File: src/rtl/uart_tx_ctrl.sv
// UART transmitter: start, 8 data bits LSB-first, optional parity, 1-2 stop bits, internal baud divider.
// Line is registered (start bit in the cycle after acceptance); tx_ready is low while busy, in reset, or while rx_int is high.
module uart_tx_ctrl #(
  parameter int CLK_FREQ   = 50000000,
  parameter int BAUD       = 9600,
  parameter int PARITY_EN  = 0,
  parameter int PARITY_ODD = 0,
  parameter int STOP_BITS  = 1
) (
  input  logic       clk,
  input  logic       rst,
  input  logic       tx_valid,
  input  logic [7:0] tx_data,
  output logic       tx_ready,
  input  logic       rx_int,
  output logic       rs232_tx,
  output logic       tx_busy,
  output logic       tx_done
);

  localparam int BAUD_DIV = CLK_FREQ / BAUD;
  localparam int CNT_W    = $clog2(BAUD_DIV);

  localparam logic [CNT_W-1:0] CNT_LAST = CNT_W'(BAUD_DIV - 1);
  localparam logic [CNT_W-1:0] CNT_PRE  = CNT_W'(BAUD_DIV - 2);
  localparam logic [CNT_W-1:0] CNT_ONE  = CNT_W'(1);

  localparam logic [2:0] IDLE   = 3'd0;
  localparam logic [2:0] START  = 3'd1;
  localparam logic [2:0] DATA   = 3'd2;
  localparam logic [2:0] PARITY = 3'd3;
  localparam logic [2:0] STOP   = 3'd4;

  logic [2:0]       state;
  logic [CNT_W-1:0] baud_cnt;
  logic [2:0]       bit_idx;
  logic [7:0]       shift_reg;
  logic             parity_bit;
  logic             stop_cnt;

  logic accept;
  logic bit_end;
  logic last_stop;

  assign tx_ready  = (state == IDLE) & ~rx_int & ~rst;
  assign accept    = tx_valid & tx_ready;
  assign bit_end   = (baud_cnt == CNT_LAST);
  assign last_stop = (STOP_BITS == 1) || stop_cnt;
  assign tx_busy   = (state != IDLE);

  always_ff @(posedge clk) begin
    if (rst) begin
      state      <= IDLE;
      baud_cnt   <= '0;
      bit_idx    <= 3'd0;
      shift_reg  <= 8'h00;
      parity_bit <= 1'b0;
      stop_cnt   <= 1'b0;
      rs232_tx   <= 1'b1;
      tx_done    <= 1'b0;
    end else begin
      // Raised one count early so the pulse lands in the final cycle of the last stop bit.
      tx_done <= (state == STOP) && last_stop && (baud_cnt == CNT_PRE);

      if (state == IDLE || bit_end) begin
        baud_cnt <= '0;
      end else begin
        baud_cnt <= baud_cnt + CNT_ONE;
      end

      case (state)
        IDLE: begin
          rs232_tx <= 1'b1;
          if (accept) begin
            state      <= START;
            shift_reg  <= tx_data;
            parity_bit <= (PARITY_ODD != 0) ? ~^tx_data : ^tx_data;
            bit_idx    <= 3'd0;
            stop_cnt   <= 1'b0;
            rs232_tx   <= 1'b0;
          end
        end
        START: begin
          if (bit_end) begin
            state    <= DATA;
            bit_idx  <= 3'd0;
            rs232_tx <= shift_reg[0];
          end
        end
        DATA: begin
          if (bit_end) begin
            shift_reg <= {1'b0, shift_reg[7:1]};
            bit_idx   <= bit_idx + 3'd1;
            if (bit_idx == 3'd7) begin
              if (PARITY_EN != 0) begin
                state    <= PARITY;
                rs232_tx <= parity_bit;
              end else begin
                state    <= STOP;
                rs232_tx <= 1'b1;
              end
            end else begin
              rs232_tx <= shift_reg[1];
            end
          end
        end
        PARITY: begin
          if (bit_end) begin
            state    <= STOP;
            stop_cnt <= 1'b0;
            rs232_tx <= 1'b1;
          end
        end
        STOP: begin
          rs232_tx <= 1'b1;
          if (bit_end) begin
            if (last_stop) begin
              state    <= IDLE;
              stop_cnt <= 1'b0;
            end else begin
              stop_cnt <= 1'b1;
            end
          end
        end
        default: begin
          state    <= IDLE;
          rs232_tx <= 1'b1;
        end
      endcase
    end
  end

endmodule

File: config.mk
export PLATFORM = sky130hd
export DESIGN_NAME = uart_tx_ctrl
export DESIGN_NICKNAME = d
export VERILOG_FILES = /design/src/rtl/uart_tx_ctrl.sv
export SDC_FILE = /design/constraint.sdc
export NUM_CORES = 1
export LEC_CHECK = 0
export ABC_CLOCK_PERIOD_IN_PS = 2800
export CORE_UTILIZATION = 50
export CTS_CLUSTER_SIZE = 20
export DETAILED_ROUTE_END_ITERATION = 10
export PLACE_DENSITY_LB_ADDON = 0.2
export SLEW_MARGIN = 20
export SYNTH_ARGS = -nofsm -noshare
export SYNTH_HDL_FRONTEND = slang
export SYNTH_SLANG_ARGS = --single-unit
File: constraint.sdc
create_clock -name clk -period 2.8 [get_ports clk]
set_input_delay 0.56 -clock clk [delete_from_list [all_inputs] [get_ports clk]]
set_output_delay 0.56 -clock clk [all_outputs]
set_load 0.005 [all_outputs]
==> results.md, run 1 <==
- Port bufs: 15
- Cts repair resizes: 0
- Hold WC Path Type: reg2reg
- Max Slew Vio Count: 0
- WP data required: ~2.2 ns
- Max IR drop VDD: roughly 0.00035 V
- Worst path cell trace: or3_1 -> nor3_1 -> clkdlybuf4s50_1
- Mean Syn Cell Area: 9.10 sq um
- Power share of the clock group: between 40% and 50%
- Crit path kind: reg2out
- Die Span Y: roughly 57 um
- CTS Sinks: 29
- Grt total ovfl: 0
- Period Utilization, post-route: ~90%
- Max reg flops: 13
- Syn nets: around 180
- Vias in the first global route: around 1.1k
- Syn. warnings: 0
- Synthesized area: 0.00150 sq mm
- Sw Ratio: about a fifth
- CP max-delay cell: clkdlybuf4s50_1
- Crit. End Element: output port
- Layout fillers: between 200 and 250
- # IOs: 16
- # H-tree levels: 2
- Worst EP arrival: roughly 1.9 ns
- Status: finished with violations
- CP Launch Type: register
- Gpl congestion: ~0.8
- CTS clk-pin slew, worst paths: 0.10 ns
- Pin count of the biggest net entering global routing: 16
- R2R Path Start: baud_cnt[9]$_SDFF_PP0_
- Antenna Nets Post-Route: 0
- Worst slew margin: about half
- Num rows: 19
- Setup violators final: 0
- P&R area growth vs syn: 16.8%
- Worst-margin pin slew: about 0.74 ns
- Critical Path Fanout Max: 13
- Place WS: 0.349 ns
- PwrDens: 485 mW/mm^2
- First-pass GRT wire length: 4.95 mm
- Remaining DRCs: 3
- Vias: 1,160
- Drt total wl: between 2 and 3 mm
- Minimum clock period: 2.47 ns
- Clock Latency Late Sink: 0.33 ns
- Core Area: 0.00281 sq mm
- Distinct cell type count after synthesis: about 40
- Drt first-iter violations: 32
- Sequential share of power: roughly half
- Setup Skew: between 0.01 and 0.015 ns
- Crit path from: state[0]$_SDFFE_PP0P_
- Share of layout cells above drive strength 1: between 10 and 15%
- Cts bufs inserted: 5
- Gate Count Post-Synth: 165
- HPWL Detailed: 2.01 mm
- Hold_buf cts: 0
- Seq/Total Area, Yosys: 38.7%
- Antenna cells: 0
- Total Neg Setup Slack: 0 ns
- Clk buf depth: 2
- Commonest non-fill, non-tap cell in the layout: dfxtp_1
- Nets: slightly below 200
- DR vias/cell: approximately 5.5
- Unrepaired setup endpoints after global routing: no
- Max-cap violations: 0
- Hold Vio Cnt, Final: 0
- Setup bufs post-CTS: 0
- Flop2flop setup slack: about 0.52 ns
- Initial antenna violation count: 0
- P_sw: between 150 and 200 uW
- Commonest cells after routing, fill and taps aside: dfxtp_1 (29), nor2_1 (26), clkdlybuf4s50_1 (15), nor3_1 (9), mux2i_1 (9)
- Crit path largest cell delay: about 0.53 ns
- Final setup margin: approximately 0.33 ns
- Worst hold slack: 0.479 ns
- Gate power share: approximately 7.5%
- Flops & latches, synth: 29
- GRT Util Overall: 19.8%
- Horiz. Die Dim: 56.8 um
- Fmax: between 400 and 500 MHz
- Die area: between 0.003 and 0.004 sq mm
- Hold Crit Start: bit_idx[1]$_SDFFE_PP0P_
- Failing checks: DRC
- Routed WL per cell: 13.0 um
- Starting Density: a little over half
- DR pass1 iterations: 7
- Leakage: around 0.00062 uW
- Int Pwr: roughly 670 uW
- Root Buffer Master: clkbuf_4
- CTS tree: yes
area by class of cell:
cell class                 instances  area (sq um)  area share [%]
clock buffer                       6          51.3            2.92
clock inverter                     2          37.5            2.14
timing repair buffer              18           173            9.84
tap                               31          38.8            2.21
sequential                        29           581            33.1
inverter                           3          11.3           0.642
multi-input combinational        123           862            49.1
worst paths after layout:
| kind | endpoint | cells past startpoint |
|---|---|---|
| hold reg to reg | bit_idx[1]$_SDFFE_PP0P_ | 2 |
| setup reg to reg | bit_idx[0]$_SDFFE_PP0P_ | 4 |
| hold / removal | bit_idx[1]$_SDFFE_PP0P_ | 2 |
| setup / recovery | tx_ready | 3 |
metal layers:
metal / track usage, % / part of all wire [%] / wire [um] / vias to the layer above
li1: - / - / - / 603
met1: 25.6 / 49 / 1340 / 536
met2: 30.8 / 47 / 1290 / 19
met3: 5.76 / 3.6 / 99 / 2
met4: 8.01 / 0.87 / 24 / 0
met5: 0 / 0 / 0 / -
kinds of logic (layout without fill, tap and decap cells):
family          after synthesis  after routing  share of synthesized area (%)
mux                          17             17                           12.0
xor+xnor                     12             12                           7.00
fa+ha+maj                     4              4                           3.33
simple gates                 75             75                           27.6
buf+inv                      13             29                           3.92
compound gates               15             15                           7.50
flops                        29             29                           38.7
power by group through the flow:
stage                     sequential, uW  clock, uW  combinational, uW
after floorplan                      431          0               38.0
after global placement               433          0               62.4
after detailed placement             434          0               64.0
after CTS                            424        371               64.3
after global routing                 425        391               70.2
final                                424        363               63.8
critical path: cells and delay by family, from the launching register on:
kind | cells | cell delay, ns
AND/OR/NAND/NOR | 2 | 0.64
buffers and inverters | 1 | 0.53
flip-flops | 1 | 0.43
through the flow:
stage / power, uW / instances / cell area (sq um) / utilization [%]
after floorplan: 469 / 165 / 1500 / -
after global placement: 496 / 204 / 1670 / 59.4
after detailed placement: 498 / 204 / 1670 / 59.4
after CTS: 859 / 212 / 1750 / 62.5
after global routing: 886 / 212 / 1750 / 62.5
final: 851 / 212 / 1750 / 62.5
synth_stat cells, drive strengths merged:
cell type | n | share of area (%)
or3b | 2 | 1.2
o21ai | 5 | 1.7
nand3 | 4 | 1.3
xor2 | 4 | 2.3
nor3 | 9 | 3.0
o22ai | 1 | 0.42
dfxtp | 29 | 39
and4 | 1 | 0.58
or3 | 1 | 0.42
xnor2 | 8 | 4.7
a211oi | 1 | 0.50
nand4 | 3 | 1.3
mux2i | 9 | 6.0
and3b | 2 | 1.2
clkbuf | 6 | 1.5
nor2b | 8 | 3.3
nor4 | 1 | 0.42
mux2 | 8 | 6.0
a21oi | 3 | 1.0
a21o | 1 | 0.50
nand2b | 4 | 1.7
ha | 4 | 3.3
buf | 4 | 1.7
or4 | 1 | 0.75
nand3b | 3 | 1.5
or4b | 2 | 1.6
a31oi | 1 | 0.42
a2111o | 1 | 0.75
nor3b | 1 | 0.50
nor2 | 26 | 6.5
and2 | 1 | 0.42
nand2 | 5 | 1.3
nand4bb | 1 | 0.75
a221oi | 1 | 1.8
o21bai | 1 | 0.50
inv | 3 | 0.75
(Power assumes the default switching activity.)
==> run 2, diff against run 1 <==
Settings changed: CAP_MARGIN from default to 20, CORE_UTILIZATION 50 to 35, SKIP_CTS_REPAIR_TIMING from default to 1.
==> results.md, run 2 (synthesized netlist as in run 1, its figures left out) <==
- Remaining DRCs: 0
- P&R area growth vs syn: 18.8%
- R2R Path Start: baud_cnt[3]$_SDFF_PP0_
- Drt total wl: ~3.1 mm
- # H-tree levels: 2
- Port bufs: 15
- Status: complete, no violations
- First-pass GRT wire length: roughly 5.3 mm
- Sequential cell area: around 580 sq um
- Flop2flop setup slack: around 0.50 ns
- Clk buf depth: 2
- CTS Sinks: 29
- Hold Crit Start: baud_cnt[0]$_SDFF_PP0_
- Critical Path Fanout Max: 10
- Fmax: between 400 and 500 MHz
- Antenna cells: 0
- Worst Path Buf+Inv: 2
- Power, Total: a little under 900 uW
- DR pass1 iterations: 4
- Reg-to-reg endpoint: bit_idx[0]$_SDFFE_PP0P_
- Top delay family on crit path: buffers and inverters
- Routed WL per cell: around 13 um
- CP Launch Type: input port
- Hold WC Path Type: reg2reg
- Gpl congestion: ~0.8
- FF-to-FF path depth: 4
- Num rows: 23
- Worst slew margin: about half
- Leakage: slightly above 0.0006 uW
- Core Area: 0.00406 sq mm
- Hold Vio Cnt, Final: 0
- Commonest non-fill, non-tap cell in the layout: dfxtp_1
- Drt first-iter violations: 63
- Root Buffer Master: clkbuf_8
- CP max-delay cell: clkdlybuf4s50_1
- Vias in the first global route: ~1.2k
- Unrepaired setup endpoints after global routing: no
- Max Slew Vio Count: 0
- CP Depth: 3
- HPWL Detailed: around 2.1 mm
- Grt total ovfl: 0
- Multi-input gate area: 862 sq um
- Initial antenna violation count: 0
- Setup Skew: between 0.004 and 0.005 ns
- Worst EP arrival: roughly 1.9 ns
- Total Neg Setup Slack: 0 ns
- Commonest cells after routing, fill and taps aside: dfxtp_1 (29), nor2_1 (26), clkdlybuf4s50_1 (15), nor3_1 (9), mux2i_1 (9)
- Max-cap violations: 0
- Pin count of the biggest net entering global routing: 21
- Cts bufs inserted: 5
- Period Utilization, post-route: about nine tenths
- Share of layout cells above drive strength 1: a little under an eighth
- CTS clk-pin slew, worst paths: around 0.06 ns
- Worst-margin pin slew: about 0.75 ns
- Crit. End Element: output port
- Layout fillers: approximately 380
- Setup violators final: 0
- Crit path largest cell delay: between 0.5 and 0.6 ns
- Critical Path Most Common Cell: clkdlybuf4s50_1
- Non-filler instance count after layout: 230
- Hold Crit Endpoint: baud_cnt[0]$_SDFF_PP0_
- Die Span Y: ~67 um
- Crit path kind: in2out
- Clock Latency Late Sink: 0.28 ns
- Hold depth: 1
- WP data required: 2.24 ns
- CTS tree: yes
- Starting Density: a little under two fifths
- Antenna Nets Post-Route: 0
- Vias: ~1.2k
- Max reg flops: 13
- Final std cell area, no fill: between 0.0015 and 0.002 sq mm
- Nets: between 150 and 200
- Minimum clock period: around 2.5 ns
- Max IR drop VDD: approximately 0.00019 V
- GRT Util Overall: between 10% and 20%
- Placed instance count: roughly 220
- # IOs: 16
- DR vias/cell: a little over 5
- Die area: between 0.004 and 0.005 sq mm
- Horiz. Die Dim: around 67 um
- PwrDens: ~490 mW/mm^2
- Final Util: between 40 and 50%
- Area post-placement: around 0.0017 sq mm
- Worst path cell trace: clkdlybuf4s50_1 -> nor3_1 -> clkdlybuf4s50_1
-- run 2: worst reg2reg max path, cell delays in order, from the launching register on --
cell	delay (ns)
dfxtp_1	0.37
or4b_4	0.51
or4_4	0.58
a221oi_4	0.37
mux2_1	0.35
-- run 2: layout make-up --
class / count / share of cell area, %
multi-input combinational: 123 / 48.4
sequential: 29 / 32.6
timing repair buffer: 17 / 9.26
clock buffer: 7 / 5.40
tap: 50 / 3.51
inverter: 3 / 0.632
clock inverter: 1 / 0.281
-- run 2: how the worst max path moves through the flow --
stage / from / slack, ns / end
3_3_place_gp: rst / 0.16 / shift_reg[4]$_SDFFE_PP0P_
6_report: rst / 0.33 / tx_ready
2_1_floorplan: baud_cnt[11]$_SDFF_PP0_ / 0.58 / bit_idx[0]$_SDFFE_PP0P_
5_1_grt: state[0]$_SDFFE_PP0P_ / 0.22 / tx_ready
4_1_cts: rst / 0.32 / tx_ready
3_5_place_dp: rst / 0.1 / shift_reg[0]$_SDFFE_PP0P_
-- run 2: per-layer routing --
metal,up-vias,global-route usage [%],part of all wire [%]
met5,-,0,0
met4,0,7.18,2.0
met3,5,5.57,3.9
met2,20,24.6,44
met1,557,20.2,50
li1,600,-,-
-- run 2: stage by stage --
stage / hold WS [ns] / setup slack [ns]
after floorplan: 0.430 / 0.577
after global placement: 0.443 / 0.161
after detailed placement: 0.474 / 0.0958
after CTS: 0.485 / 0.317
after global routing: 0.517 / 0.224
final: 0.477 / 0.326
-- run 2: power by group --
group / leakage, uW / switching, uW / internal, uW / total, uW
clock: 0.0000542 / 158 / 222 / 380
combinational: 0.000335 / 25.8 / 37.8 / 63.6
sequential: 0.000234 / 5.31 / 419 / 424
